$ cat config.mk
export PLATFORM = sky130hd
export DESIGN_NAME = imm_gen_pipe
export DESIGN_NICKNAME = d
export VERILOG_FILES = /design/src/rtl/imm_gen_pipe.sv
export SDC_FILE = /design/constraint.sdc
export NUM_CORES = 1
export LEC_CHECK = 0
export ABC_AREA = 1
export BUFFER_PORTS_ARGS = -buffer_cell sky130_fd_sc_hd__buf_2
export CORE_MARGIN = 1
export CORE_UTILIZATION = 39
export DETAILED_ROUTE_END_ITERATION = 8
export GPL_ROUTABILITY_DRIVEN = 1
export GPL_TIMING_DRIVEN = 0
export SLEW_MARGIN = 40
export SYNTH_ARGS = -nofsm -noshare
export SYNTH_HDL_FRONTEND = slang
export SYNTH_SLANG_ARGS = --single-unit
$ cat constraint.sdc
create_clock -name clk -period 5.2 [get_ports clk]
set_input_delay 0.26 -clock clk [delete_from_list [all_inputs] [get_ports clk]]
set_output_delay 0.26 -clock clk [all_outputs]
set_load 0.01 [all_outputs]
$ cat src/rtl/imm_gen_pipe.sv
// imm_gen_pipe: registered immediate generator for the decode stage.
// Forms the XLEN-wide immediate for the selected format, flags encodings
// that are illegal for this XLEN, and queues {imm, tag, illegal} in a
// 2-entry FIFO with valid/ready handshakes on both sides.

package imm_gen_pkg;
    typedef enum logic [3:0] {
        ENUM_IMM_NONE = 4'd0,
        ENUM_IMM_I    = 4'd1,
        ENUM_IMM_S    = 4'd2,
        ENUM_IMM_B    = 4'd3,
        ENUM_IMM_U    = 4'd4,
        ENUM_IMM_J    = 4'd5,
        ENUM_IMM_SH   = 4'd6,
        ENUM_IMM_Z    = 4'd7
    } imm_type_e;
endpackage

module imm_gen_pipe
    import imm_gen_pkg::*;
#(
    parameter int XLEN  = 32,   // 32 or 64
    parameter int TAG_W = 32
) (
    input  logic             clk,
    input  logic             rst,
    input  logic             in_valid,
    output logic             in_ready,
    input  logic [31:0]      in_inst,
    input  imm_type_e        in_immType,
    input  logic [TAG_W-1:0] in_tag,
    output logic             out_valid,
    input  logic             out_ready,
    output logic [XLEN-1:0]  out_imm,
    output logic [TAG_W-1:0] out_tag,
    output logic             out_illegal
);

    localparam logic [1:0] ST_EMPTY = 2'd0;
    localparam logic [1:0] ST_ONE   = 2'd1;
    localparam logic [1:0] ST_FULL  = 2'd2;

    // Sign-extend a value already laid out as a 32-bit two's complement
    // number to XLEN; the signed size cast replicates bit 31.
    function automatic logic [XLEN-1:0] sext_to_xlen(input logic signed [31:0] v);
        return XLEN'(v);
    endfunction

    // Zero-extend a small unsigned field (shamt / zimm) to XLEN.
    function automatic logic [XLEN-1:0] zext_to_xlen(input logic [5:0] v);
        return XLEN'(v);
    endfunction

    // Opcode bits never contribute to any immediate.
    logic unused_opcode;
    assign unused_opcode = ^in_inst[6:0];

    logic [XLEN-1:0] imm_p0;
    logic            ill_p0;
    logic            vld_p0;
    logic            pop;

    logic [1:0]       state_q, state_d;
    logic             wr_ptr_q, wr_ptr_d;
    logic             rd_ptr_q, rd_ptr_d;
    logic [XLEN-1:0]  imm_q [2];
    logic [TAG_W-1:0] tag_q [2];
    logic             ill_q [2];

    // ---- stage p0: combinational immediate formation on the input ----

    // Build the immediate and the illegal flag from the raw instruction.
    always_comb begin
        imm_p0 = '0;
        ill_p0 = 1'b0;
        case (in_immType)
            ENUM_IMM_NONE: begin
                imm_p0 = '0;
            end
            ENUM_IMM_I: imm_p0 = sext_to_xlen({{20{in_inst[31]}}, in_inst[31:20]});
            ENUM_IMM_S: imm_p0 = sext_to_xlen({{20{in_inst[31]}}, in_inst[31:25], in_inst[11:7]});
            ENUM_IMM_B: imm_p0 = sext_to_xlen({{19{in_inst[31]}}, in_inst[31], in_inst[7],
                                               in_inst[30:25], in_inst[11:8], 1'b0});
            ENUM_IMM_J: imm_p0 = sext_to_xlen({{11{in_inst[31]}}, in_inst[31], in_inst[19:12],
                                               in_inst[20], in_inst[30:21], 1'b0});
            ENUM_IMM_U: imm_p0 = sext_to_xlen({in_inst[31:12], 12'b0});
            ENUM_IMM_SH: begin
                if (XLEN == 64) begin
                    imm_p0 = zext_to_xlen(in_inst[25:20]);
                end else begin
                    // shamt[5] is not encodable on RV32: report it, keep the low 5 bits.
                    imm_p0 = zext_to_xlen({1'b0, in_inst[24:20]});
                    ill_p0 = in_inst[25];
                end
            end
            ENUM_IMM_Z: imm_p0 = zext_to_xlen({1'b0, in_inst[19:15]});
            default: begin
                imm_p0 = '0;
                ill_p0 = 1'b1;
            end
        endcase
    end

    assign in_ready  = (state_q != ST_FULL);
    assign out_valid = (state_q != ST_EMPTY);
    assign vld_p0    = in_valid && in_ready;
    assign pop       = out_valid && out_ready;

    // Occupancy and pointer next-state from push/pop.
    always_comb begin
        state_d  = state_q;
        wr_ptr_d = wr_ptr_q;
        rd_ptr_d = rd_ptr_q;
        if (vld_p0) wr_ptr_d = ~wr_ptr_q;
        if (pop)    rd_ptr_d = ~rd_ptr_q;
        case (state_q)
            ST_EMPTY: if (vld_p0) state_d = ST_ONE;
            ST_ONE: begin
                if (vld_p0 && !pop)      state_d = ST_FULL;
                else if (pop && !vld_p0) state_d = ST_EMPTY;
            end
            ST_FULL:  if (pop) state_d = ST_ONE;
            default:  state_d = ST_EMPTY;
        endcase
    end

    // ---- stage p1: 2-entry output buffer ----

    // Control state; reset empties the buffer and drops a coincident push.
    always_ff @(posedge clk) begin
        if (rst) begin
            state_q  <= ST_EMPTY;
            wr_ptr_q <= 1'b0;
            rd_ptr_q <= 1'b0;
        end else begin
            state_q  <= state_d;
            wr_ptr_q <= wr_ptr_d;
            rd_ptr_q <= rd_ptr_d;
        end
    end

    // Entry storage; a push never targets the head slot while it is occupied.
    always_ff @(posedge clk) begin
        if (vld_p0) begin
            imm_q[wr_ptr_q] <= imm_p0;
            tag_q[wr_ptr_q] <= in_tag;
            ill_q[wr_ptr_q] <= ill_p0;
        end
    end

    // Outputs are forced to zero when nothing is presented, so stale or
    // never-written storage is never visible.
    assign out_imm     = out_valid ? imm_q[rd_ptr_q] : '0;
    assign out_tag     = out_valid ? tag_q[rd_ptr_q] : '0;
    assign out_illegal = out_valid ? ill_q[rd_ptr_q] : 1'b0;

endmodule

======== Yosys cells after proc, flatten, opt, wreduce, memory -nomap -nowiden ========
Memory sizes are Yosys's and may differ from the RTL's. A register that Yosys moved wholly into a read port is not among the register bits.
Cells that the tools add are included.
storage, ports and cells
  bits in registers ....................... 4
  bits in latches ......................... 0
  bits in writable memories ............... 130
  memory bits (read-only) ................. 0
  bits of input ports ..................... 72
  memories kept ........................... 3
memory list
  memory  depth  width  read ports  clocked after Yosys merged registers in  write ports  line  source
  imm_q   2      32     1           1                                        1            66    logic [XLEN-1:0] imm_q [2];
  tag_q   2      32     1           1                                        1            67    logic [TAG_W-1:0] tag_q [2];
  ill_q   2      1      1           1                                        1            68    logic ill_q [2];
operators by class
  add/sub/neg operators ................... 0
  $mul .................................... 0
  div/mod/pow operators ................... 0
  order comparisons ....................... 0
  eq/ne operators ......................... 13
  shifts and indexed selects .............. 0
  muxes and demuxes ....................... 18
  bitwise operators ....................... 2
  reduce and logical (&&, ||, !) cells .... 11
operator list
  kind                                                                   number
  32-bit one-hot mux with 7 select lines                                 1
  32-bit 2-to-1 mux                                                      2
  4-bit by 3-bit equality test with 1-bit output, second input constant  4
  1-bit 2-to-1 mux                                                       9
  4-bit by 2-bit equality test with 1-bit output, second input constant  2
  2-bit 2-to-1 mux                                                       4
  7-bit OR reduction                                                     1
  2-bit != test, second input constant                                   3
  2-bit one-hot mux with 3 select lines                                  1
  4-bit by 1-bit equality test with 1-bit output, second input constant  1
  1-bit logical AND                                                      4
  4-bit logical NOT                                                      1
  3-bit != test, second input constant                                   1
  3-bit AND reduction                                                    1
  2-bit by 1-bit equality test with 1-bit output, second input constant  1
  2-bit equality test, second input constant                             1
  1-bit logical NOT                                                      2
  2-bit logical NOT                                                      1
  1-bit NOT                                                              2
  1-bit one-hot mux with 2 select lines                                  1
  2-bit nonzero test                                                     1

======== Logic depth before layout (Yosys ltp) ========
Gate-level depths: netlist (run 1).
  word-level depth ........................ 7
  depth in mapped cells ................... 8
  gate-level depth less buffers ........... 8

======== Least setup slack after synthesis (run 1) ========
OpenSTA, ideal clock, no wires.
  path kind ............................... register -> register
  start point ............................. register state_q[0]
  end point ............................... memory ill_q[1] (enable)
  library setup time ...................... 490 ps
  arrival time ............................ 3438 ps
  data required time ...................... 4710 ps
  setup slack ............................. 1272 ps
  cell stages (with the launch flop) ...... 5
  period minus slack after synthesis ...... 3928 ps
  path through ............................ dfxtp_1 -> inv_1 -> a21oi_2 -> inv_1 -> nor2_1
on the way
  cells in the longest elaborated chain, start to end .. 4
ends and longest elaborated chain
  element                                 line  source
  start: declaration                      63    logic [1:0] state_q, state_d;
  start signal: assignment                136   state_q <= state_d;
  2-bit != test                           104   assign in_ready = (state_q != ST_FULL);
  1-bit logical AND                       106   assign vld_p0 = in_valid && in_ready;
  named net vld_p0                        60    logic vld_p0;
  1-bit 2-to-1 mux                        144   if (vld_p0) begin
  1-bit 2-to-1 mux (implied by the code)  147   ill_q[wr_ptr_q] <= ill_p0;
  end: declaration                        68
The timed path passes the listed nets, and every way through them passes these cells.

==> flow_metrics.env, run 1 <==
export IMPL_status="completed"
export IMPL_fin_crit_ns=2.05
export IMPL_final_antenna_net_count=0
export IMPL_gr_total_overflow=0
export IMPL_rsz0062_at_grt="no"
export IMPL_cts_tree="built"
export IMPL_cpMostUsedCell="buf_2"
export IMPL_clock_skew_final_ns=0.00314
export IMPL_viasPerCell=4.89
export IMPL_slowest_stage="dfxtp_1"
export IMPL_cp_top_family="buffers and inverters"
export IMPL_cpPeakStageDelay_ns=0.34
export IMPL_critPathBufInv=3
export IMPL_wl_per_cell_um=15.1
export IMPL_dieArea_um2=14800
export IMPL_cts_resized=0
export IMPL_layout_drive_gt1_share_pct=29.6
export IMPL_cp_data_required_time_ns=4.94
export IMPL_core_um2=13900
export IMPL_rrSetupSlack_ns=3.32
export IMPL_grt_pass1_wl_mm=20.3
export IMPL_cts_buffer_depth=2
export IMPL_die_h_um=121
export IMPL_critPathKind="reg -> out"
export IMPL_setup_viol_count_final=0
export IMPL_fin_nets=726
export IMPL_critPathLaunchType="flop"
export IMPL_p_int_mw=2.11
export IMPL_path_clk_slew_ns=0.06
export IMPL_syn_area_per_cell_um2=11.3
export IMPL_gp_congestion=0.852
export IMPL_yosys_warnings=0
export IMPL_relSlewSlack_pct=66.4
export IMPL_drc=0
export IMPL_synthCells=494
export IMPL_synthSimpleGateAreaFrac_pct=16.6
export IMPL_switchingPower_mw=0.685
export IMPL_fp_row_count=43
export IMPL_grt_max_degree=20
export IMPL_p_clk_share_pct=40.6
export IMPL_dr_pass1_iters=5
export IMPL_place_area_um2=6660
export IMPL_diodes=0
export IMPL_synth_compound_area_share_pct=7.40
export IMPL_worst_slack_ns=3.15
export IMPL_worstMarginPinSlew_ns=0.504
export IMPL_antenna_found_initial=0
export IMPL_grt_util_all_layers_pct=18.4
export IMPL_synth_xor_area_share_pct=0
export IMPL_root_buffer="clkbuf_16"
export IMPL_fillers=1263
export IMPL_synth_adder_area_share_pct=0.225
export IMPL_drv_cap=0
export IMPL_yosysSeqAreaShare_pct=71.9
export IMPL_start_util_pct=40.1
export IMPL_cts_sinks=135
export IMPL_finalHoldViolCount=0
export IMPL_cp_cell_sequence="buf_2, buf_2, nand2_1, a21oi_1, buf_2"
export IMPL_p_leak_nw=3.07
export IMPL_place_hpwl_mm=9.06
export IMPL_io_pins=139
export IMPL_areaGrowthSynthToFinish_pct=29.9
export IMPL_die_w_um=121
export IMPL_dp_slack_ns=3.30
export IMPL_cp_arrival_ns=1.79
export IMPL_synth_mux_area_share_pct=0
export IMPL_ir_worst_vdd_mv=0.203
export IMPL_syn_nets=567
export IMPL_cp_max_fo=10
export IMPL_finalInstanceArea_um2=7230
export IMPL_powerDensity_nw_per_um2=386
export IMPL_finalCritPeriodShare_pct=39.4
export IMPL_cts_buffers=17
export IMPL_p_sw_share_pct=24.5
export IMPL_power_frac_seq_pct=46.1
export IMPL_fmax_ghz=0.488
export IMPL_grt_pass1_vias=4089
export IMPL_end_kind="output pin"
export IMPL_vias=4136
export IMPL_ys_types=19
export IMPL_syn_area_um2=5570
export IMPL_ys_ff_latch=135
export IMPL_pwr_share_comb_pct=13.2
export IMPL_finalSetupTns_ns=0
export IMPL_hold_path_class="in -> reg"
export IMPL_clock_latency_ns=0.41
export IMPL_routed_wirelength_mm=12.8
export IMPL_synth_top_family_by_area="simple AND/OR/NAND/NOR gates"
export IMPL_drv_slew=0
export IMPL_htreeDepth=4
export IMPL_io_buffers=131
export IMPL_drtIter0Drc=290
logic make-up after synthesis:
kind of cell | count (synthesis)
buf+inv | 47
flops | 135
fa+ha+maj | 1
simple gates | 232
compound gates | 79
power groups by stage:
| stage | registers, mW | clock network, mW | logic [mW] |
|---|---|---|---|
| after global placement | 1.32 | 0 | 0.341 |
| after detailed placement | 1.31 | 0 | 0.376 |
| after global routing | 1.29 | 1.20 | 0.412 |
| after CTS | 1.29 | 1.16 | 0.378 |
| after floorplan | 1.31 | 0 | 0.195 |
| final | 1.29 | 1.13 | 0.369 |
synth_stat cells:
cell | instances | share of area [%]
buf_6 | 1 | 0.20
clkbuf_1 | 4 | 0.27
ha_1 | 1 | 0.22
inv_2 | 1 | 0.067
buf_4 | 1 | 0.13
dfxtp_1 | 5 | 1.8
nor2_2 | 3 | 0.34
edfxtp_1 | 130 | 70
nor2_1 | 11 | 0.74
a21oi_1 | 70 | 6.3
nand3_1 | 31 | 2.8
buf_2 | 21 | 1.9
inv_1 | 19 | 1.3
nand2_1 | 184 | 12
nor3_1 | 1 | 0.090
a21boi_0 | 5 | 0.67
o21ai_0 | 3 | 0.27
nand4_1 | 2 | 0.22
a21oi_2 | 1 | 0.16
registers in the layout, indices dropped and copies added (netlist names), named ones only:
signal and cells:
ill_q 2, tag_q 64, wr_ptr_q 1, state_q 2
rd_ptr_q 1, imm_q 64
placed cells by master (no fill, tap or decap), drive strengths merged:
master	count
nand2	184
buf	162
edfxtp	130
a21oi	71
nand3	31
clkbuf	23
inv	21
nor2	14
clkinv	7
a21boi	5
dfxtp	5
o21ai	3
clkinvlp	3
nand4	2
bufinv	2
nor3	1
ha	1
dlygate4sd3	1
per-stage QoR:
| stage | power, mW | cells | hold slack [ns] | util (%) |
|---|---|---|---|---|
| 2_1_floorplan | 1.51 | 494 | 0.332 | - |
| 3_3_place_gp | 1.66 | 805 | 0.438 | 46.4 |
| 3_5_place_dp | 1.69 | 813 | 0.441 | 48.0 |
| 4_1_cts | 2.83 | 846 | 0.0135 | 52.1 |
| 5_1_grt | 2.90 | 846 | 0.0163 | 52.1 |
| 6_report | 2.79 | 846 | 0.0364 | 52.1 |
layer usage:
layer | global-route usage [%] | up-vias | routed length, µm
met5 | 0 | - | 0
met4 | 6.10 | 0 | 147
met3 | 5.08 | 17 | 827
met2 | 30.9 | 142 | 6180
met1 | 22.9 | 1953 | 5650
li1 | - | 2024 | -
repair_timing:
action / in CTS / in global routing
hold buffers: 1 / 0
buffers inserted: 0 / 0
endpoints found under the hold margin: 1 / 0
cell type report:
cell class	count	area, µm²	share of cell area, %
sequential	135	4000	55.4
multi-input combinational	312	1360	18.8
timing repair buffer	140	861	11.9
clock buffer	19	433	5.99
tap	180	225	3.11
buffer	27	139	1.92
clock inverter	13	131	1.82
inverter	20	75.1	1.04
worst paths after layout:
path | start | to | depth (start not counted)
setup / recovery | flop | out_imm[21] | 5
hold / removal | in_tag[28] | tag_q[0][28] | 1
setup reg to reg | state_q[0] | tag_q[0][7] | 6
hold reg to reg | rd_ptr_q | rd_ptr_q | 2
(Power assumes the default switching activity.)
==> inputs of run 2 (changes only) <==
ABC_AREA = 0   (was 1)
clock period = 2.05 ns   (was 5.2 ns; I/O delays follow)
==> run 2 against run 1 <==
Critical path depth did not move. Utilization rose by 3.2 points. Register-to-register slack got worse by 3.1 ns. Critical endpoint is now out_imm[20]. Highest routed layer unchanged.
==> flow_metrics.env, run 2 <==
export IMPL_p_sw_share_pct=21.5
export IMPL_gr_total_overflow=0
export IMPL_die_w_um=122
export IMPL_syn_area_per_cell_um2=14.8
export IMPL_cts_sinks=135
export IMPL_areaGrowthSynthToFinish_pct=37.4
export IMPL_wl_met1_mm=5.04
export IMPL_finalHoldViolCount=0
export IMPL_synthCells=379
export IMPL_path_clk_slew_ns=0.06
export IMPL_place_hpwl_mm=7.77
export IMPL_vias=3688
export IMPL_top_layer="met4"
export IMPL_holdCritStartpoint="in_inst[17]"
export IMPL_reg2reg_from="state_q[1]"
export IMPL_end_kind="output pin"
export IMPL_io_buffers=130
export IMPL_dp_slack_ns=0.225
export IMPL_status="completed"
export IMPL_grt_max_degree=37
export IMPL_pwr_share_comb_pct=11.4
export IMPL_cts_tree="built"
export IMPL_cp_max_fo=10
export IMPL_dr_pass1_iters=4
export IMPL_drtIter0Drc=168
export IMPL_cp_top_family="buffers and inverters"
export IMPL_critPathLaunchType="flop"
export IMPL_synthTopCellsByArea="edfxtp_1 (70%), mux2i_1 (12%), nor2_1 (4.9%), dfxtp_1 (1.8%), nand2_1 (1.5%)"
export IMPL_htreeDepth=4
export IMPL_fin_nets=651
export IMPL_p_int_mw=5.86
export IMPL_synth_common_cells="edfxtp_1 (130), nor2_1 (73), mux2i_1 (66)"
export IMPL_fin_util_pct=55.3
export IMPL_worstMarginPinSlew_ns=0.633
export IMPL_fmax_ghz=0.530
export IMPL_drc=0
export IMPL_gp_congestion=0.794
export IMPL_fin_crit_ns=1.89
export IMPL_synth_main_ff_cell="edfxtp_1"
export IMPL_syn_area_um2=5600
export IMPL_io_pins=139
export IMPL_grt_util_all_layers_pct=17.0
export IMPL_cts_buffer_depth=2
export IMPL_top_regs="imm_q: 64 flops, tag_q: 64 flops"
export IMPL_viasPerCell=4.79
export IMPL_routed_wirelength_mm=11.7
export IMPL_switchingPower_mw=1.60
export IMPL_clock_skew_final_ns=0.00681
export IMPL_ys_types=36
export IMPL_cpPeakStageDelay_ns=0.31
export IMPL_p_clk_share_pct=45.0
export IMPL_cp_data_required_time_ns=1.95
export IMPL_root_buffer="clkbuf_16"
export IMPL_wl_met2_mm=5.95
export IMPL_cp_cell_sequence="buf_2, buf_4, mux2i_1, nor2_1, buf_2"
export IMPL_setup_viol_count_final=0
export IMPL_async_flop_share_pct=0
export IMPL_yosysSeqAreaShare_pct=71.5
export IMPL_core_um2=13900
export IMPL_cpMostUsedCell="buf_2"
export IMPL_ys_ff_latch=135
export IMPL_finalCritPeriodShare_pct=92.0
export IMPL_worst_slack_ns=0.163
export IMPL_critPathKind="reg -> out"
export IMPL_synth_top_area_cell="edfxtp_1"
export IMPL_clock_latency_ns=0.41
export IMPL_cts_setup_buffers=0
export IMPL_grt_pass1_vias=3735
export IMPL_critPathBufInv=3
export IMPL_fp_row_count=43
export IMPL_hold_path_class="in -> reg"
export IMPL_slowest_stage="dfxtp_1"
export IMPL_power_frac_seq_pct=43.6
export IMPL_final_cell_mix="buf_2 (138), edfxtp_1 (130), nor2_1 (73)"
export IMPL_final_antenna_net_count=0
export IMPL_grt_pass1_wl_mm=18.6
export IMPL_start_util_pct=40.2
export IMPL_rsz0062_at_grt="no"
export IMPL_drv_slew=0
export IMPL_syn_nets=452
export IMPL_drv_cap=0
export IMPL_layout_drive_gt1_share_pct=32.0
export IMPL_diodes=0
export IMPL_antenna_found_initial=0
export IMPL_p_leak_nw=3.09
export IMPL_cp_arrival_ns=1.78
export IMPL_relSlewSlack_pct=57.6
export IMPL_cts_buffers=17
export IMPL_layout_commonest_cell="buf_2"
export IMPL_synth_top_area_share_pct=69.7
export IMPL_yosys_warnings=0
export IMPL_synth_most_common_cell="edfxtp_1"
export IMPL_die_h_um=122
export IMPL_powerDensity_nw_per_um2=968
export IMPL_wl_met3_um=596
export IMPL_ir_worst_vdd_mv=0.559
export IMPL_dieArea_um2=14800
export IMPL_synth_edf_count=130
export IMPL_total_power_mw=7.46
export IMPL_wl_per_cell_um=15.2
[run 2: cell count changes after synthesis, moves of 4 or more]
cell / before / now
nor2_1: 11 / 73
a21o_1: 0 / 9
mux2i_1: 0 / 66
buf_4: 1 / 8
buf_2: 21 / 9
nand2_1: 184 / 23
a21oi_1: 70 / 3
inv_1: 19 / 7
and2_1: 0 / 10
nand3_1: 31 / 1
a21boi_0: 5 / 0
a221o_1: 0 / 4
[run 2: routing by layer]
metal  vias to the layer above  GRT usage, %
met2                       119          29.2
met3                        14          4.49
met4                         0          6.87
met1                      1765          20.2
li1                       1790             -
met5                         -             0
[run 2: path summary, 6_finish.rpt]
kind	slack, ns	cells after the start	end
worst max-delay path	0.16	5	out_imm[20]
worst min-delay path	0.02	2	imm_q[1][17]
worst min register to register	0.51	2	flop
worst max register to register	0.22	5	imm_q[0][24]
[run 2: metrics by stage]
step                cell area [µm²]  hold WS, ns  std cells  setup TNS (ns)
global placement               6490        0.293        689          -69.02
CTS                            7700      0.00174        770               0
global route                   7700       0.0114        770               0
finish                         7700       0.0172        770               0
floorplan                      5610        0.172        379               0
detailed placement             6580        0.294        693               0
[run 2: logic make-up after synthesis]
group,synth area share (%)
flip-flops,71.5
multiplexers,12.0
AND/OR/NAND/NOR,10.0
AO/OA/AOI/OAI,3.48
XOR/XNOR,0.156
adder cells (fa/ha/maj),0.223
buffers and inverters,2.68
[run 2: timing repair]
action,CTS,global route
endpoints found under the hold margin,94,0
endpoints found under the setup margin,0,10
resized for setup,0,1
hold buffers,46,0
[run 2: area by class of cell]
cell class              count  area [µm²]
inverters                   7        30.0
repair buffers            180        1200
plain buffers              20         126
well taps                 180         225
fillers                  1168        6230
multi-input cells         217        1460
flip-flops and latches    135        4000
clock buffers              17         425
clock inverters            14         231
[run 2: power by group through the flow]
stage / Sequential, mW / Combinational, mW / Clock (mW)
CTS: 3.25 / 0.867 / 3.42
detailed placement: 3.31 / 0.795 / 0
floorplan: 3.30 / 0.464 / 0
global route: 3.26 / 0.942 / 3.54
global placement: 3.31 / 0.753 / 0
finish: 3.25 / 0.852 / 3.36
==> inputs of run 3 (changes only) <==
CTS_BUF_LIST = sky130_fd_sc_hd__clkbuf_16   (was unset)
clock period = 2 ns   (was 2.05 ns; I/O delays follow)
==> run 3 against run 2 <==
Register-to-register slack got worse by 0.13 ns. Utilization unchanged. Global-route usage decreased by 0.41 points. Non-clock buffer count increased by 1. Combinational power increased by 3.2%. Wire length decreased by 0.59%. Clock skew increased by 0.0017 ns. Critical endpoint is now tag_q[0][6].
==> flow_metrics.env, run 3 (same netlist as run 2, synthesis figures left out) <==
export IMPL_status="completed"
export IMPL_power_frac_seq_pct=44.7
export IMPL_gp_congestion=0.797
export IMPL_critPathLaunchType="flop"
export IMPL_die_w_um=122
export IMPL_pwr_share_comb_pct=11.8
export IMPL_relSlewSlack_pct=60.5
export IMPL_r2r_cells=5
export IMPL_p_clk_share_pct=43.6
export IMPL_clock_skew_final_ns=0.00852
export IMPL_powerDensity_nw_per_um2=969
export IMPL_cpMostUsedCell="buf_16"
export IMPL_path_clk_slew_ns=0.06
export IMPL_slowest_stage="dfxtp_1"
export IMPL_cts_tree="built"
export IMPL_die_h_um=122
export IMPL_drc=0
export IMPL_dieArea_um2=14800
export IMPL_reg2reg_from="state_q[0]"
export IMPL_drv_slew=0
export IMPL_clock_latency_ns=0.41
export IMPL_cts_buffers=17
export IMPL_grt_max_degree=35
export IMPL_fin_util_pct=55.3
export IMPL_p_sw_share_pct=22.5
export IMPL_gr_total_overflow=0
export IMPL_p_leak_nw=3.09
export IMPL_start_util_pct=40.2
export IMPL_multiInputGateArea_um2=1460
export IMPL_setup_viol_count_final=0
export IMPL_grt_pass1_wl_mm=18.2
export IMPL_drv_cap=0
export IMPL_stdcell_count=772
export IMPL_finalSetupTns_ns=0
export IMPL_finalInstanceArea_um2=7700
export IMPL_fmax_ghz=0.524
export IMPL_grt_pass1_vias=3683
export IMPL_cp_data_required_time_ns=2.12
export IMPL_vias=3652
export IMPL_holdCritStartpoint="in_inst[16]"
export IMPL_numPlacedInstances=693
export IMPL_hold_end="imm_q[1][16]"
export IMPL_final_cell_mix="buf_2 (138), edfxtp_1 (130), nor2_1 (73)"
export IMPL_rrSetupSlack_ns=0.09
export IMPL_wl_per_cell_um=15.1
export IMPL_cpPeakStageDelay_ns=0.45
export IMPL_rsz0062_at_grt="no"
export IMPL_cts_setup_buffers=0
export IMPL_cts_buffer_depth=2
export IMPL_fin_nets=652
export IMPL_root_buffer="clkbuf_16"
export IMPL_viasPerCell=4.73
export IMPL_final_antenna_net_count=0
export IMPL_place_area_um2=6600
export IMPL_p_int_mw=5.78
export IMPL_place_hpwl_mm=7.91
export IMPL_layout_drive_gt1_share_pct=32.4
export IMPL_fin_crit_ns=1.91
export IMPL_cp_max_fo=17
export IMPL_areaGrowthSynthToFinish_pct=37.4
export IMPL_ir_worst_vdd_mv=0.565
export IMPL_cp_cell_sequence="nor2b_4, or3_4, clkinvlp_4, buf_16, buf_16"
export IMPL_dr_pass1_iters=4
export IMPL_fillers=1161
export IMPL_worstMarginPinSlew_ns=0.590
export IMPL_routed_wirelength_mm=11.7
export IMPL_timing_rr_end="tag_q[0][6]"
export IMPL_finalHoldViolCount=0
export IMPL_cts_sinks=135
export IMPL_switchingPower_mw=1.68
export IMPL_min_delay_path_depth=2
export IMPL_diodes=0
export IMPL_critPathKind="reg -> reg"
export IMPL_top_regs="imm_q: 64 flops, tag_q: 64 flops"
export IMPL_hold_path_class="in -> reg"
export IMPL_io_buffers=130
export IMPL_cp_arrival_ns=2.03
export IMPL_htreeDepth=4
export IMPL_layout_commonest_cell="buf_2"
export IMPL_core_um2=13900
export IMPL_drtIter0Drc=146
export IMPL_antenna_found_initial=0
export IMPL_end_kind="flop"
export IMPL_fp_row_count=43
export IMPL_seq_area_um2=4000
export IMPL_io_pins=139
export IMPL_finalCritPeriodShare_pct=95.5
export IMPL_crit_start="state_q[0]"
export IMPL_grt_util_all_layers_pct=16.6
-- run 3: how the worst max path moves through the flow --
stage                         endpoint  cells past startpoint
final                      tag_q[0][6]                      5
after global routing       out_imm[17]                      5
after CTS                  out_imm[30]                      5
after detailed placement   tag_q[0][3]                      5
after global placement    imm_q[0][26]                      3
after floorplan               ill_q[0]                      3
-- run 3: power by group through the flow --
stage / clock, mW / sequential, mW / combinational (mW)
after CTS: 3.32 / 3.33 / 0.898
after global placement: 0 / 3.39 / 0.771
final: 3.25 / 3.33 / 0.879
after global routing: 3.43 / 3.34 / 0.969
after floorplan: 0 / 3.38 / 0.476
after detailed placement: 0 / 3.39 / 0.825
-- run 3: layout make-up --
cell class | instances | share of cell area (%)
sequential | 135 | 52.0
multi-input combinational | 217 | 19.0
timing repair buffer | 181 | 15.9
clock buffer | 17 | 5.52
tap | 180 | 2.92
clock inverter | 15 | 2.62
buffer | 20 | 1.64
inverter | 7 | 0.390
-- run 3: layer usage --
metal / track usage [%] / vias up / share of wire [%]
li1: - / 1786 / -
met1: 19.5 / 1737 / 43
met2: 28.5 / 116 / 50
met3: 4.87 / 13 / 5.6
met4: 6.25 / 0 / 1.1
met5: 0 / - / 0
-- run 3: per-stage QoR --
step                      worst slack [ns]  hold slack [ns]  total power, mW
after detailed placement            0.0816            0.291             4.22
after floorplan                     0.0130            0.169             3.86
after CTS                           0.0615         0.000344             7.55
final                               0.0900           0.0241             7.46
after global placement              -0.666            0.289             4.16
after global routing               0.00531          0.00127             7.75
-- run 3: worst max-delay path: cells and delay by family (launching register included) --
kind | cells | cell delay [ns]
and+or+nand+nor | 2 | 0.43
DFF | 1 | 0.45
buffers and inverters | 3 | 0.72
-- run 3: repair_timing --
action,CTS,global route
setup endpoints to repair,0,1
hold buffers,47,0
resized for setup,0,1
hold endpoints to repair,99,0
